[src/rtl/i2c_init_sequencer_pkg.sv]
// Shared types and entry layout for the I2C init sequencer and its command ROM.
package i2c_init_sequencer_pkg;

  typedef enum logic [2:0] {
    ST_IDLE,
    ST_LOAD,
    ST_REQ,
    ST_ACK,
    ST_DELAY,
    ST_NEXT,
    ST_DONE,
    ST_ERR
  } state_t;

  localparam int         ENTRY_W   = 24;
  localparam int         DEV_LSB   = 16;
  localparam int         REG_LSB   = 8;
  localparam int         DAT_LSB   = 0;
  localparam logic [7:0] DELAY_DEV = 8'hFF;

  function automatic logic [ENTRY_W-1:0] mk_entry(input logic [7:0] dev,
                                                  input logic [7:0] rga,
                                                  input logic [7:0] dat);
    return {dev, rga, dat};
  endfunction

  function automatic logic [7:0] ent_dev(input logic [ENTRY_W-1:0] e);
    return e[DEV_LSB +: 8];
  endfunction

  function automatic logic [7:0] ent_reg(input logic [ENTRY_W-1:0] e);
    return e[REG_LSB +: 8];
  endfunction

  function automatic logic [7:0] ent_dat(input logic [ENTRY_W-1:0] e);
    return e[DAT_LSB +: 8];
  endfunction

endpackage

[src/rtl/i2c_init_rom.sv]
// Board-specific register-write table; combinational lookup by entry index.
module i2c_init_rom
  import i2c_init_sequencer_pkg::*;
(
  input  logic [7:0]         i_index,
  output logic [ENTRY_W-1:0] o_entry
);

  // Unused slots decode as zero-length delays so a short table is harmless.
  always_comb begin
    o_entry = mk_entry(DELAY_DEV, 8'h00, 8'h00);
    case (i_index)
      8'd0:    o_entry = mk_entry(8'hA0, 8'h10, 8'h55);
      8'd1:    o_entry = mk_entry(8'hA0, 8'h11, 8'hAA);
      8'd2:    o_entry = mk_entry(DELAY_DEV, 8'h03, 8'h00);
      8'd3:    o_entry = mk_entry(8'hA0, 8'h12, 8'h01);
      8'd4:    o_entry = mk_entry(DELAY_DEV, 8'h0A, 8'h00);
      8'd5:    o_entry = mk_entry(8'hA0, 8'h13, 8'h3C);
      8'd6:    o_entry = mk_entry(8'hA0, 8'h14, 8'hC3);
      8'd7:    o_entry = mk_entry(8'hA0, 8'h15, 8'h00);
      default: ;
    endcase
  end

endmodule

[src/rtl/i2c_init_sequencer.sv]
// Walks the init ROM on a go pulse, issuing each write through the controller's
// start/ready handshake, with inline delay entries and a per-phase timeout.
module i2c_init_sequencer
  import i2c_init_sequencer_pkg::*;
#(
  parameter int NUM_CMDS       = 8,
  parameter int DELAY_UNIT     = 50000,
  parameter int TIMEOUT_CYCLES = 5000000
) (
  input  logic       i_clk_in,
  input  logic       i_reset,
  input  logic       i_go,
  input  logic       i_i2c_ready,
  output logic       o_start,
  output logic [7:0] o_dev_addr,
  output logic [7:0] o_reg_addr,
  output logic [7:0] o_data,
  output logic       o_busy,
  output logic       o_done,
  output logic       o_error,
  output logic [7:0] o_cmd_index
);

  localparam int DLY_W = $clog2(255 * DELAY_UNIT + 1);
  localparam int TMO_W = $clog2(TIMEOUT_CYCLES + 1);
  localparam logic [7:0]       LAST_IDX   = 8'(NUM_CMDS - 1);
  localparam logic [TMO_W-1:0] TMO_LIMIT  = TMO_W'(TIMEOUT_CYCLES);
  localparam logic [TMO_W-1:0] TMO_LAST   = TMO_W'(TIMEOUT_CYCLES - 1);
  localparam logic [DLY_W-1:0] DLY_UNIT_W = DLY_W'(DELAY_UNIT);

  if (NUM_CMDS < 1 || NUM_CMDS > 256) begin : g_bad_num_cmds
    $error("i2c_init_sequencer: NUM_CMDS must be in 1..256");
  end

  state_t             r_state;
  state_t             w_next;
  logic               r_rdy_meta;
  logic               r_rdy_s;
  logic [7:0]         r_cmd_index;
  logic [7:0]         r_dev;
  logic [7:0]         r_reg;
  logic [7:0]         r_dat;
  logic               r_error;
  logic [DLY_W-1:0]   r_dly;
  logic [TMO_W-1:0]   r_tmo;
  logic [ENTRY_W-1:0] w_entry;
  logic               w_is_delay;
  logic               w_tmo_hit;

  always_ff @(posedge i_clk_in or negedge i_reset) begin
    if (!i_reset) begin
      r_rdy_meta <= 1'b0;
      r_rdy_s    <= 1'b0;
    end else begin
      r_rdy_meta <= i_i2c_ready;
      r_rdy_s    <= r_rdy_meta;
    end
  end

  i2c_init_rom u_rom (
    .i_index (r_cmd_index),
    .o_entry (w_entry)
  );

  assign w_is_delay = (ent_dev(w_entry) == DELAY_DEV);
  assign w_tmo_hit  = (r_tmo >= TMO_LAST);

  always_ff @(posedge i_clk_in or negedge i_reset) begin
    if (!i_reset) r_state <= ST_IDLE;
    else          r_state <= w_next;
  end

  // Handshake outputs are decoded from state so reset drops start without a clock.
  always_comb begin
    w_next  = r_state;
    o_start = 1'b0;
    o_busy  = 1'b0;
    o_done  = 1'b0;
    case (r_state)
      ST_IDLE:  if (i_go && r_rdy_s) w_next = ST_LOAD;
      ST_LOAD: begin
        o_busy = 1'b1;
        w_next = w_is_delay ? ST_DELAY : ST_REQ;
      end
      ST_REQ: begin
        o_busy  = 1'b1;
        o_start = 1'b1;
        if (!r_rdy_s)       w_next = ST_ACK;
        else if (w_tmo_hit) w_next = ST_ERR;
      end
      ST_ACK: begin
        o_busy = 1'b1;
        if (r_rdy_s)        w_next = ST_NEXT;
        else if (w_tmo_hit) w_next = ST_ERR;
      end
      ST_DELAY: begin
        o_busy = 1'b1;
        if (r_dly <= DLY_W'(1)) w_next = ST_NEXT;
      end
      ST_NEXT: begin
        o_busy = 1'b1;
        w_next = (r_cmd_index == LAST_IDX) ? ST_DONE : ST_LOAD;
      end
      ST_DONE: begin
        o_done = 1'b1;
        w_next = ST_IDLE;
      end
      ST_ERR:   w_next = ST_IDLE;
      default:  w_next = ST_IDLE;
    endcase
  end

  always_ff @(posedge i_clk_in or negedge i_reset) begin
    if (!i_reset) begin
      r_cmd_index <= 8'd0;
      r_error     <= 1'b0;
    end else begin
      if (r_state == ST_IDLE && w_next == ST_LOAD) begin
        r_cmd_index <= 8'd0;
        r_error     <= 1'b0;
      end else if (r_state == ST_NEXT && w_next == ST_LOAD) begin
        r_cmd_index <= r_cmd_index + 8'd1;
      end
      if (w_next == ST_ERR) r_error <= 1'b1;
    end
  end

  // A delay of N ticks occupies DELAY for exactly N*DELAY_UNIT cycles (min 1).
  always_ff @(posedge i_clk_in or negedge i_reset) begin
    if (!i_reset) begin
      r_dev <= 8'd0;
      r_reg <= 8'd0;
      r_dat <= 8'd0;
      r_dly <= '0;
    end else if (r_state == ST_LOAD) begin
      r_dev <= ent_dev(w_entry);
      r_reg <= ent_reg(w_entry);
      r_dat <= ent_dat(w_entry);
      r_dly <= DLY_W'(ent_reg(w_entry)) * DLY_UNIT_W;
    end else if (r_state == ST_DELAY && r_dly != '0) begin
      r_dly <= r_dly - DLY_W'(1);
    end
  end

  always_ff @(posedge i_clk_in or negedge i_reset) begin
    if (!i_reset) begin
      r_tmo <= '0;
    end else if ((w_next == ST_REQ || w_next == ST_ACK) && w_next != r_state) begin
      r_tmo <= '0;
    end else if ((r_state == ST_REQ || r_state == ST_ACK) && r_tmo != TMO_LIMIT) begin
      r_tmo <= r_tmo + TMO_W'(1);
    end
  end

  assign o_dev_addr  = r_dev;
  assign o_reg_addr  = r_reg;
  assign o_data      = r_dat;
  assign o_error     = r_error;
  assign o_cmd_index = r_cmd_index;

endmodule
[config.mk]
export PLATFORM = sky130hd
export DESIGN_NAME = i2c_init_sequencer
export DESIGN_NICKNAME = d
export VERILOG_FILES = /design/src/rtl/i2c_init_sequencer_pkg.sv /design/src/rtl/i2c_init_rom.sv /design/src/rtl/i2c_init_sequencer.sv
export SDC_FILE = /design/constraint.sdc
export NUM_CORES = 1
export LEC_CHECK = 0
export BUFFER_PORTS_ARGS = -buffer_cell sky130_fd_sc_hd__buf_2
export CAP_MARGIN = 10
export CORE_ASPECT_RATIO = 1.4
export CORE_UTILIZATION = 50
export DETAILED_ROUTE_END_ITERATION = 8
export PLACE_DENSITY = 0.68
export SYNTH_ARGS = -nofsm -noshare
export SYNTH_HDL_FRONTEND = slang
export SYNTH_SLANG_ARGS = --single-unit
[constraint.sdc]
create_clock -name i_clk_in -period 7.7 [get_ports i_clk_in]
set_input_delay 0.77 -clock i_clk_in [delete_from_list [all_inputs] [get_ports i_clk_in]]
set_output_delay 0.77 -clock i_clk_in [all_outputs]
set_load 0.005 [all_outputs]
=== Word level (Yosys, flattened, before mapping) ===
Cells that the tools add are included.

* Register bits after elaboration: 85
* Latch bits: 0
* Memory bits (writable): 0
* ROM bits: 0
* Output and inout bits: 36
* Word-level logic and storage cells: 74
* Memories: 0

* Add/sub/neg operators: 3
* Multipliers: 1
* Divide/modulo/power cells: 0
* Magnitude comparators: 2
* Equality and inequality tests: 21
* Shifts and indexed selects: 0
* Muxes and demuxes: 20
* Bitwise logic cells: 0
* Reduce and logical (&&, ||, !) cells: 17

{| class="wikitable"
|+ Operators with widths
! cell !! number
|-
| $pmux 23 s8 || 1
|-
| $mux 24 || 2
|-
| $mux 23 || 2
|-
| $eq 8x3->1 const B || 4
|-
| $le 24x1->1 const B || 1
|-
| $reduce_bool 24->1 || 1
|-
| $sub 24x1->24 const B || 1
|-
| $add 23x1->23 const B || 1
|-
| $ge 23x23->1 const B || 1
|-
| $ne 23x23->1 const B || 1
|-
| $mux 3 || 7
|-
| $pmux 3 s7 || 1
|-
| $mul 8x12->20 const B || 1
|-
| $eq 8x2->1 const B || 2
|-
| $mux 8 || 2
|-
| $eq 3x3->1 const B || 5
|-
| $eq 3x2->1 const B || 4
|-
| $add 8x1->8 const B || 1
|-
| $eq 8x1->1 const B || 1
|-
| $eq 8x8->1 const B || 1
|-
| $logic_not 8->1 || 1
|-
| $reduce_bool 2->1 || 4
|-
| $eq 3x1->1 const B || 2
|-
| $logic_and 1x1->1 || 6
|-
| other kinds (6) || 11
|}

=== Logic depth before layout (Yosys ltp) ===
Gate-level depths: netlist (run 1).

* Depth after elaboration: 9
* Gate-level depth with buffers: 18

=== Hierarchy ===
A second synthesis (run 1) with hierarchy kept.

* Cells, all modules: 712
* Area, all modules: 6229.7 sq um

{| class="wikitable"
|+ Modules (own cells, without submodules)
! module !! instances !! cells each !! area an instance (sq um) !! sequential area each (sq um)
|-
| i2c_init_sequencer || 1 || 669 || 5945.7 || 2127.0
|-
| i2c_init_rom || 1 || 43 || 284.0 || 0.0
|}

=== Worst setup path after synthesis (run 1) ===
OpenSTA, ideal clock, no wires.

* Kind: register to register
* From: register r_cmd_index[0], in the netlist o_cmd_index[0]
* To: register r_dly[16]
* Library setup time: 111 ps
* Arrival: 4281 ps
* Setup slack: 3308 ps
* Cell stages (with the launch flop): 17
* Buffers on the path: 1
* Cells stage by stage: dfrtp_1 -> inv_1 -> ha_1 -> clkbuf_1 -> nor3_1 -> a211oi_1 -> fa_1 -> ha_1 -> fa_1 -> ha_1 -> nor2b_1 -> o21a_1 -> o21ai_0 -> a21oi_1 -> a21oi_1 -> xor2_1 -> a222oi_1

* Longest elaborated chain between the ends: 4

{| class="wikitable"
|+ Ends and longest elaborated chain
! item !! line !! source
|-
| start: declaration || i2c_init_sequencer.sv:39 || <nowiki>logic [7:0] r_cmd_index;</nowiki>
|-
| start signal: assignment || i2c_init_sequencer.sv:122 || <nowiki>r_cmd_index <= r_cmd_index + 8'd1;</nowiki>
|-
| $eq 8x3->1, or another cell as far along || i2c_init_rom.sv:12 || <nowiki>case (i_index)</nowiki>
|-
| $pmux 23 s8 * || i2c_init_rom.sv:12 ||
|-
| net u_rom.o_entry[9] || i2c_init_rom.sv:6 || <nowiki>output logic [ENTRY_W-1:0] o_entry</nowiki>
|-
| $mul 8x12->20 * || i2c_init_sequencer.sv:139 || <nowiki>r_dly <= DLY_W'(ent_reg(w_entry)) * DLY_UNIT_W;</nowiki>
|-
| $mux 24 * || i2c_init_sequencer.sv:135 || <nowiki>end else if (r_state == ST_LOAD) begin</nowiki>
|-
| end signal: assignment || i2c_init_sequencer.sv:139 ||
|-
| end signal: assignment || i2c_init_sequencer.sv:141 || <nowiki>r_dly <= r_dly - DLY_W'(1);</nowiki>
|-
| end: declaration || i2c_init_sequencer.sv:44 || <nowiki>logic [DLY_W-1:0] r_dly;</nowiki>
|}

Mark *: on every way through the listed nets, which the timed path passes. The rest lies on a longest branch.
A chain may end at the register's enable or synchronous reset.

=== Worst setup path in the final report (run 1) ===
* From: register r_cmd_index[3], in the netlist o_cmd_index[3]
* To: register r_dly[16]

Same word-level chain as after synthesis.

==> out/metrics.cfg, run 1 <==
[status]
status=complete, no violations

[yosys]
synth_seq_cells=73
synth-edff-count=0
synthFlopType=dfrtp_1
synth_area_per_cell_sq_um=9.28
async_flop_share_pct=100
synth_top_family_by_area=simple AND/OR/NAND/NOR gates
synth_fa_ha_area_share_pct=11.4
ys.warnings.count=0
syn_area_sq_um=4900
synth-compound-area-share_pct=12.0
synth_xor_area_share_pct=9.65
syn_inst=528
synthDistinctLibCells=72
yosys.area_share.simple_pct=23.0
ys_seq_area_share_pct=37.3
synthMuxAreaShare_pct=1.05

[placement]
dp.cells=669
dpl.hpwl_microns=7440
place_ws_ns=2.74
place.gp.congestion=0.833
port_buffers=36

[sta]
final_hold_viol_count=0
max_slew.worst_pin.slew_ns=1.08
period_needed_ns=5.04
timing.fmax_mhz=198
maxSlewViolCount=0
fin_skew_ns=0.00571
rsz0062_at_grt=no
setup_ws_ns=2.66
slew_headroom_pct=28.1
setup-tns-final_ns=0
setup_viol=0
post-route-period-util_pct=65.4
whs_ns=0.352

[cells_and_area]
drive_gt1_share_pct=14.3
layout.cells.most_common=dfrtp_1
syn_to_final_growth_pct=8.86
layout_common_cells=dfrtp_1 (73), nor2_1 (71), nand2_1 (41)
finalNetCount=595
layoutNonFillerInstCount=685
antennaDiodeCount=0

[critical_path]
slowest_delay_ns=0.82
path_cells=nor4_1 -> nand2b_1 -> a211oi_1 -> fa_1 -> ha_1 -> fa_1 -> ha_1 -> nor2b_1 -> o21a_1 -> o21ai_0 -> a21oi_1 -> a21oi_1 -> xor2_1 -> a222oi_1
cp_top_family=compound AO/OA/AOI/OAI gates
worstPathRequired_ns=7.93
crit_fanout=10
worst-path-buf-inv=0
cp.arrival_ns=5.27
end_kind=register
startpoint_type=register
rr_worst_depth=14
slowest_stage=a211oi_1
path_class=reg2reg
worstSetupPathDepth=14

[global_routing]
first_global_vias=3697
grt_first_pass_wirelength_microns=17300
grt_usage_pct=21.5
grt_start_max_net_pins=74
grt_util_met1_pct=26.0
grt-ovfl-total=0
grt_use_met2_pct=36.4
grt.busiest_layer=met2
antenna_found_initial=0
grt_use_met3_pct=3.53

[clock_network]
cts_setup_buffers=0
cts-root-buf=clkbuf_16
cts.reportedPaths.clkPinSlew_ns=0.06
hold_buffers=0
cts_inserted_buffers=9
clk_latency_ns=0.34
cts_buffer_depth=2
cts_tree=yes
cts_sinks=73
h-tree-depth=3
post_cts_resized=0

[routing]
drc=0
ant_nets=0
num_vias=3830
routed_via_density=5.59
drtIter0Drc=237
wl_microns=10300
dr.pass1.iters=4
wire_per_inst_microns=15.1

[floorplanning]
rows=42
die_x_microns=85.7
core_sq_um=9510
die_area_sq_um=10200
io_pins=40
start_util_pct=51.5
die_height_microns=119

[power]
p_per_area_nw_per_um2=349
power_leakage_nw=2.43
power.total_mw=1.86
vdd_drop_max_mv=0.144

[run]
drv_cap=0

[hold_path]
holdPathStages=0
hp-class=reg2reg

## worst register-to-register path: cells and delay by family (launching register included)
kind / cells / cell delay (ns)
AO/OA/AOI/OAI: 6 / 2.00
adder cells (fa/ha/maj): 4 / 1.61
AND/OR/NAND/NOR: 3 / 0.82
flip-flops: 1 / 0.42
XOR/XNOR: 1 / 0.08
## per-stage QoR
stage / cell area (sq um) / utilization (%)
after floorplan: 4910 / -
final: 5340 / 56.1
after detailed placement: 5060 / 53.2
after global placement: 5060 / 53.2
after global routing: 5340 / 56.1
after CTS: 5340 / 56.1
## power by group
part           internal [mW]  switching, mW  leakage [nW]  total (mW)
sequential             0.483          0.115         0.952       0.598
combinational          0.353          0.528          1.35       0.881
clock                  0.218          0.167         0.129       0.385
total                   1.05          0.810          2.43        1.86
## logic make-up (layout without fill, tap and decap cells)
group / count (synthesis) / count (layout)
buf+inv: 49 / 72
compound gates: 87 / 87
mux: 5 / 5
simple gates: 216 / 216
flops: 73 / 73
fa+ha+maj: 43 / 43
xor+xnor: 54 / 54
other cells: 1 / 3
## path summary, 6_finish.rpt
check | startpoint | to | slack, ns
worst min-delay path | r_rdy_meta | r_rdy_s | 0.35
max in group asynchronous | i_reset | r_dly[9] | 6.45
worst max register to register | o_cmd_index[3] | r_dly[16] | 2.66
worst max-delay path | o_cmd_index[3] | r_dly[16] | 2.66
worst min register to register | r_rdy_meta | r_rdy_s | 0.35
min in group asynchronous | i_reset | r_tmo[18] | 0.63
## sequential cells by signal (all words and copies together), names as in the netlist
register     flops
r_rdy_meta       1
o_data           5
o_dev_addr       2
r_rdy_s          1
o_reg_addr       5
o_error          1
r_tmo           23
r_state          3
o_cmd_index      8
r_dly           24
## layer usage
metal,routed length [microns],up-vias
met2,5180,63
met3,234,23
met5,0,-
met4,351,0
li1,-,1892
met1,4560,1852
## synthesized netlist by cell type, types with 4 or more instances
library cell | n | area share [%]
a211oi_1 | 4 | 0.61
a21oi_1 | 19 | 1.9
and3_1 | 6 | 0.77
buf_4 | 12 | 1.8
clkbuf_1 | 9 | 0.69
dfrtp_1 | 73 | 37
ha_1 | 40 | 10
inv_1 | 18 | 1.4
mux2i_1 | 4 | 0.82
nand2_1 | 41 | 3.1
nand3_1 | 14 | 1.4
nand4_1 | 12 | 1.5
nor2_1 | 71 | 5.4
nor2b_1 | 6 | 0.77
nor3_1 | 22 | 2.2
nor4_1 | 8 | 1.0
o21a_1 | 5 | 0.77
o21ai_0 | 26 | 2.7
o31ai_1 | 4 | 0.61
or3_1 | 4 | 0.51
xnor2_1 | 27 | 4.8
xor2_1 | 27 | 4.8
## cell type report
type	count	area, sq um
tap	132	165
inverter	18	67.6
clock buffer	10	229
timing repair buffer	38	195
fill	833	4180
sequential	73	1830
multi-input combinational	408	2810
clock inverter	6	42.5
No activity file was read; power rests on OpenSTA's default activity.
==> run 2, diff against run 1 <==
Settings changed: PLACE_DENSITY 0.68 to 0.71.
Clock period 7.7 ns to 4.3 ns, I/O delays scaled along.
==> run 2 against run 1 <==
Count of clock-buffer cells in the layout increased by 1. Global-route usage rose by 0.76 points. Routed wire length grew 3.0%. Critical path depth increased by 4. Non-clock buffer count up 16. Flip-flop and latch count did not move. Clock power rose by 90%. Utilization up 2.2 points. Largest power group unchanged.
==> out/metrics.cfg, run 2 (synthesis results as in run 1) <==
[power]
vdd_drop_max_mv=0.309  ; +110%
p_per_area_nw_per_um2=627  ; +79%
p_switching_mw=1.47  ; +82%
power_frac_clock_pct=21.1  ; +0.4 points
p_seq_share_pct=30.7  ; -1.4 points
combinationalPowerShare_pct=48.2  ; +0.9 points
p_sw_share_pct=42.3  ; -1.1 points
power_leakage_nw=2.53  ; +4.2%
intPower_mw=2.00  ; +90%

[sta]
final_hold_viol_count=0  ; unchanged
timing.fmax_mhz=246  ; +24%
max_slew.worst_pin.slew_ns=1.06  ; -0.0135 ns
post-route-period-util_pct=94.4  ; +29 points
fin_skew_ns=0.00874  ; +0.00303 ns
rsz0062_at_grt=no
setup_viol=0  ; unchanged
maxSlewViolCount=0  ; unchanged
period_needed_ns=4.06  ; -0.979 ns
setup_ws_ns=0.240  ; -2.42 ns
slew_headroom_pct=29.2  ; +1.1 points
setup-tns-final_ns=0  ; unchanged

[routing]
routed_via_density=5.59  ; about the same
dr.pass1.iters=5  ; +1
drtIter0Drc=201  ; -15%
num_vias=3918  ; +2.3%
ant_nets=0  ; unchanged
wl_microns=10600  ; +3.0%
wire_per_inst_microns=15.2  ; +0.65%
drc=0  ; unchanged

[run]
drv_cap=0  ; unchanged

[clock_network]
hold_buffers=0  ; unchanged
cts_buffer_depth=2  ; unchanged
cts-root-buf=clkbuf_16
h-tree-depth=3  ; unchanged
cts_sinks=73  ; unchanged
cts_setup_buffers=0  ; unchanged
cts.reportedPaths.clkPinSlew_ns=0.06  ; about the same
cts_inserted_buffers=9  ; unchanged
clk_latency_ns=0.34  ; about the same
cts_tree=yes

[global_routing]
grt_usage_pct=22.2  ; +0.76 points
grt-ovfl-total=0  ; unchanged
first_global_vias=3773  ; +2.1%
antenna_found_initial=0  ; unchanged
grt_first_pass_wirelength_microns=17900  ; +3.5%
grt_start_max_net_pins=74  ; unchanged

[cells_and_area]
layout_common_cells=dfrtp_1 (73), nor2_1 (71), nand2_1 (41)
largest_reg_flops=24  ; unchanged
layout.cells.most_common=dfrtp_1
finalNetCount=611  ; +2.7%
n_fill_cell=793  ; -4.8%
regMostFlops=r_dly
antennaDiodeCount=0  ; unchanged
syn_to_final_growth_pct=13.1
drive_gt1_share_pct=18.8  ; +4.5 points

[floorplanning]
die_x_microns=85.7  ; unchanged
start_util_pct=51.5  ; unchanged
die_area_sq_um=10200  ; unchanged
core_sq_um=9510  ; unchanged
die_height_microns=119  ; unchanged
io_pins=40  ; unchanged
rows=42  ; unchanged

[critical_path]
worstPathRequired_ns=4.55  ; -3.38 ns
path_class=reg2reg
path_cells=inv_1 -> ha_1 -> nor2b_2 -> a21oi_2 -> a21oi_2 -> ha_1 -> fa_1 -> ha_1 -> fa_1 -> ha_4 -> nor2b_1 -> o21a_1 -> o21ai_2 -> buf_4 -> nand2b_1 -> a21oi_1 -> xor2_1 -> a221oi_2
startpoint_type=register
slowest_delay_ns=0.56  ; -0.26 ns
cp_common_cell=ha_1
slowest_stage=fa_1
cp.arrival_ns=4.30  ; -0.97 ns
rr_worst_depth=18  ; +4
end_kind=register
crit_fanout=4  ; -6

[placement]
place_ws_ns=0.0340  ; -2.70 ns
port_buffers=36  ; unchanged
dpl.hpwl_microns=7530  ; +1.1%
place.gp.congestion=0.904  ; +8.5%

[hold_path]
holdPathStages=1  ; +1
hp-class=in2reg

[status]
status=complete, no violations

-- run 2: final timing paths --
check	start	slack, ns	to
max reg2reg	o_cmd_index[1]	0.24	r_dly[14]
min reg2reg	r_rdy_meta	0.39	r_rdy_s
max	o_cmd_index[1]	0.24	r_dly[14]
min	i_i2c_ready	0.21	r_rdy_meta
min in group asynchronous	i_reset	0.23	o_cmd_index[0]
max in group asynchronous	i_reset	3.48	r_tmo[8]
-- run 2: critical path, delay by kind of cell (launching register included) --
kind,cells,cell delay [ns]
AOI/OAI and AO/OA,6,1.03
and+or+nand+nor,3,0.34
DFF,1,0.41
adders and majority gates,6,1.86
buffers and inverters,2,0.24
xor gates and xnor gates,1,0.10
-- run 2: routing by layer --
metal	GRT usage (%)	part of all wire (%)
met1	27.5	44
met3	2.70	2.9
met5	0	0
met4	11.0	2.3
met2	37.9	51
-- run 2: layout make-up --
type | instances | area [sq um] | area share, %
Clock buffer | 11 | 233 | 4.20
Clock inverter | 5 | 56.3 | 1.02
Inverter | 18 | 67.6 | 1.22
Multi-Input combinational cell | 408 | 2880 | 51.9
Sequential cell | 73 | 1830 | 32.9
Tap cell | 132 | 165 | 2.98
Timing Repair Buffer | 54 | 318 | 5.73
-- run 2: power by group through the flow --
stage / clock network, mW / registers [mW] / logic [mW]
CTS: 0.750 / 1.06 / 1.64
global route: 0.768 / 1.10 / 1.89
detailed placement: 0 / 1.07 / 1.63
floorplan: 0 / 1.01 / 1.29
finish: 0.733 / 1.07 / 1.67
global placement: 0 / 1.06 / 1.59
-- run 2: metrics by stage --
step / instances / utilization (%) / total power [mW] / area, sq um / hold WS [ns]
finish: 701 / 58.3 / 3.48 / 5540 / 0.207
global route: 701 / 58.3 / 3.76 / 5540 / 0.206
CTS: 701 / 57.7 / 3.45 / 5490 / 0.199
detailed placement: 685 / 54.6 / 2.70 / 5190 / 0.386
global placement: 685 / 54.6 / 2.65 / 5190 / 0.396
floorplan: 530 / - / 2.30 / 4910 / 0.134
-- run 2: what timing repair did --
action	4_1_cts	5_1_grt
pin swaps	0	3
setup endpoints to repair	2	7
gates resized for setup	1	13
==> run 3, diff against run 2 <==
Settings changed: BUFFER_PORTS_ARGS -buffer_cell sky130_fd_sc_hd__buf_2 to -buffer_cell sky130_fd_sc_hd__buf_4.
==> run 3 against run 2 <==
Count of clock-buffer cells in the layout shrank 1. Sequential share of layout area is 0.49 points lower. Total power rose by 3.0%. Clock power increased by 4.8%. Flip-flop and latch count unchanged. Final cell count decreased by 0.14%. Register-to-register slack got worse by 0.06 ns. Maximum frequency decreased by 1.5%.
==> out/metrics.cfg, run 3 (synthesis results as in run 1) <==
[sta]
slew_headroom_pct=32.5  ; +3.3 points
final_hold_viol_count=0  ; unchanged
post-route-period-util_pct=95.8  ; +1.4 points
setup-tns-final_ns=0  ; unchanged
whs_ns=0.205  ; -0.00131 ns
setup_ws_ns=0.180  ; -0.0601 ns
timing.fmax_mhz=243  ; -1.5%
period_needed_ns=4.12  ; +0.0601 ns
maxSlewViolCount=0  ; unchanged
fin_skew_ns=0.00887  ; +0.000127 ns
max_slew.worst_pin.slew_ns=1.01  ; -0.0500 ns
setup_viol=0  ; unchanged

[critical_path]
slowest_delay_ns=0.45  ; -0.11 ns
cp_top_family=adder cells
cp.arrival_ns=4.34  ; +0.04 ns
reg2reg_slack_ns=0.18  ; -0.06 ns
startpoint_type=register
worstPathRequired_ns=4.52  ; -0.03 ns
rr_worst_depth=18  ; unchanged
critical_path.endpoint=r_dly[16]
slowest_stage=dfrtp_2
cp-startpoint=o_cmd_index[1]
path_class=reg2reg
worstSetupPathDepth=18  ; unchanged
crit_fanout=7  ; +3
path_cells=inv_1 -> ha_1 -> nor2b_2 -> a21oi_2 -> a21oi_2 -> ha_2 -> fa_1 -> ha_1 -> ha_1 -> inv_1 -> fa_1 -> nor2b_1 -> o21a_1 -> o21ai_2 -> a21oi_2 -> a21oi_1 -> xor2_1 -> a222oi_1
end_kind=register
worstReg2RegStart=o_cmd_index[1]
worst-path-buf-inv=2  ; unchanged
reg2reg_to=r_dly[16]

[placement]
dpl.hpwl_microns=7530  ; about the same
dp.cells=683  ; -0.29%
port_buffers=36  ; unchanged
place.gp.congestion=0.887  ; -1.9%
place_ws_ns=-0.0883  ; -0.122 ns

[power]
p_switching_mw=1.49  ; +1.4%
power.total_mw=3.58  ; +3.0%
intPower_mw=2.09  ; +4.1%
p_sw_share_pct=41.7  ; -0.65 points
power_frac_clock_pct=21.5  ; +0.4 points
p_per_area_nw_per_um2=634  ; +1.2%
power_leakage_nw=2.55  ; +0.67%
vdd_drop_max_mv=0.270  ; -12%
p_seq_share_pct=30.1  ; -0.6 points
combinationalPowerShare_pct=48.5  ; +0.3 points

[clock_network]
cts.reportedPaths.clkPinSlew_ns=0.06  ; about the same
clk_latency_ns=0.34  ; about the same
cts-root-buf=clkbuf_16
cts_tree=yes
h-tree-depth=3  ; unchanged
cts_sinks=73  ; unchanged
cts_inserted_buffers=9  ; unchanged
hold_buffers=0  ; unchanged
cts_buffer_depth=2  ; unchanged

[floorplanning]
rows=42  ; unchanged
start_util_pct=51.5  ; unchanged
die_x_microns=85.7  ; unchanged
die_height_microns=119  ; unchanged
core_sq_um=9510  ; unchanged
io_pins=40  ; unchanged
die_area_sq_um=10200  ; unchanged

[hold_path]
hp-class=in2async

[routing]
wl_microns=10500  ; -1.2%
dr.pass1.iters=4  ; -1
drc=0  ; unchanged
wire_per_inst_microns=15.0  ; -1.1%
drtIter0Drc=152  ; -24%
routed_via_density=5.61  ; +0.40%
ant_nets=0  ; unchanged
num_vias=3928  ; +0.26%

[cells_and_area]
largest_reg_flops=24  ; unchanged
layoutNonFillerInstCount=700  ; -0.14%
regMostFlops=r_dly
layout_common_cells=nor2_1 (71), dfrtp_1 (70), buf_4 (53)
syn_to_final_growth_pct=15.0
layout.cells.most_common=nor2_1
finalNetCount=610  ; -0.16%
drive_gt1_share_pct=19.4  ; +0.56 points
antennaDiodeCount=0  ; unchanged

[global_routing]
grt_start_max_net_pins=74  ; unchanged
first_global_vias=3917  ; +3.8%
grt_first_pass_wirelength_microns=18200  ; +1.4%
grt-ovfl-total=0  ; unchanged
grt_usage_pct=22.2  ; about the same
antenna_found_initial=0  ; unchanged

[status]
status=complete, no violations

[run]
drv_cap=0  ; unchanged

-- run 3: cell count changes in the layout (fill, tap and decap cells not counted), moves of 2 or more --
cell,delta
buf_2,-35
buf_4,+34
clkbuf_1,-2
clkinvlp_4,+2
dfrtp_1,-3
dfrtp_2,+3
-- run 3: repair_timing --
item                       in CTS  in global routing
pin swaps                       1                  1
setup endpoints to repair       4                  7
buffers inserted                0                  1
hold endpoints to repair        0                  0
resized for setup               3                 14
-- run 3: layout make-up --
| type | count | area (sq um) |
|---|---|---|
| Sequential cell | 73 | 1830 |
| Multi-Input combinational cell | 408 | 2870 |
| Timing Repair Buffer | 53 | 398 |
| Fill cell | 793 | 3870 |
| Clock buffer | 10 | 239 |
| Inverter | 18 | 67.6 |
| Tap cell | 132 | 165 |
| Clock inverter | 6 | 66.3 |
-- run 3: routing by layer --
metal	vias up	wire length, microns	GRT usage [%]
met2	82	5390	38.6
met5	-	0	0
met4	0	226	8.85
li1	1916	-	-
met1	1913	4480	27.4
met3	17	415	3.40
-- run 3: worst min-delay path by stage --
stage / to / slack (ns) / depth (start not counted)
3_5_place_dp: r_rdy_s / 0.39 / 0
4_1_cts: r_rdy_meta / 0.20 / 1
6_report: o_cmd_index[5] / 0.21 / 1
5_1_grt: r_rdy_meta / 0.20 / 1
2_1_floorplan: o_cmd_index[0] / 0.13 / 0
3_3_place_gp: r_rdy_s / 0.39 / 0
-- run 3: power by group through the flow --
stage	sequential (mW)	clock (mW)	combinational (mW)
2_1_floorplan	1.01	0	1.29
5_1_grt	1.11	0.803	1.95
3_3_place_gp	1.07	0	1.64
3_5_place_dp	1.08	0	1.68
6_report	1.08	0.768	1.73
4_1_cts	1.07	0.780	1.70
-- run 3: stage by stage --
step / utilization (%) / area (sq um)
floorplan: - / 4910
global placement: 55.4 / 5270
global route: 59.3 / 5640
CTS: 58.6 / 5580
finish: 59.3 / 5640
detailed placement: 55.4 / 5270
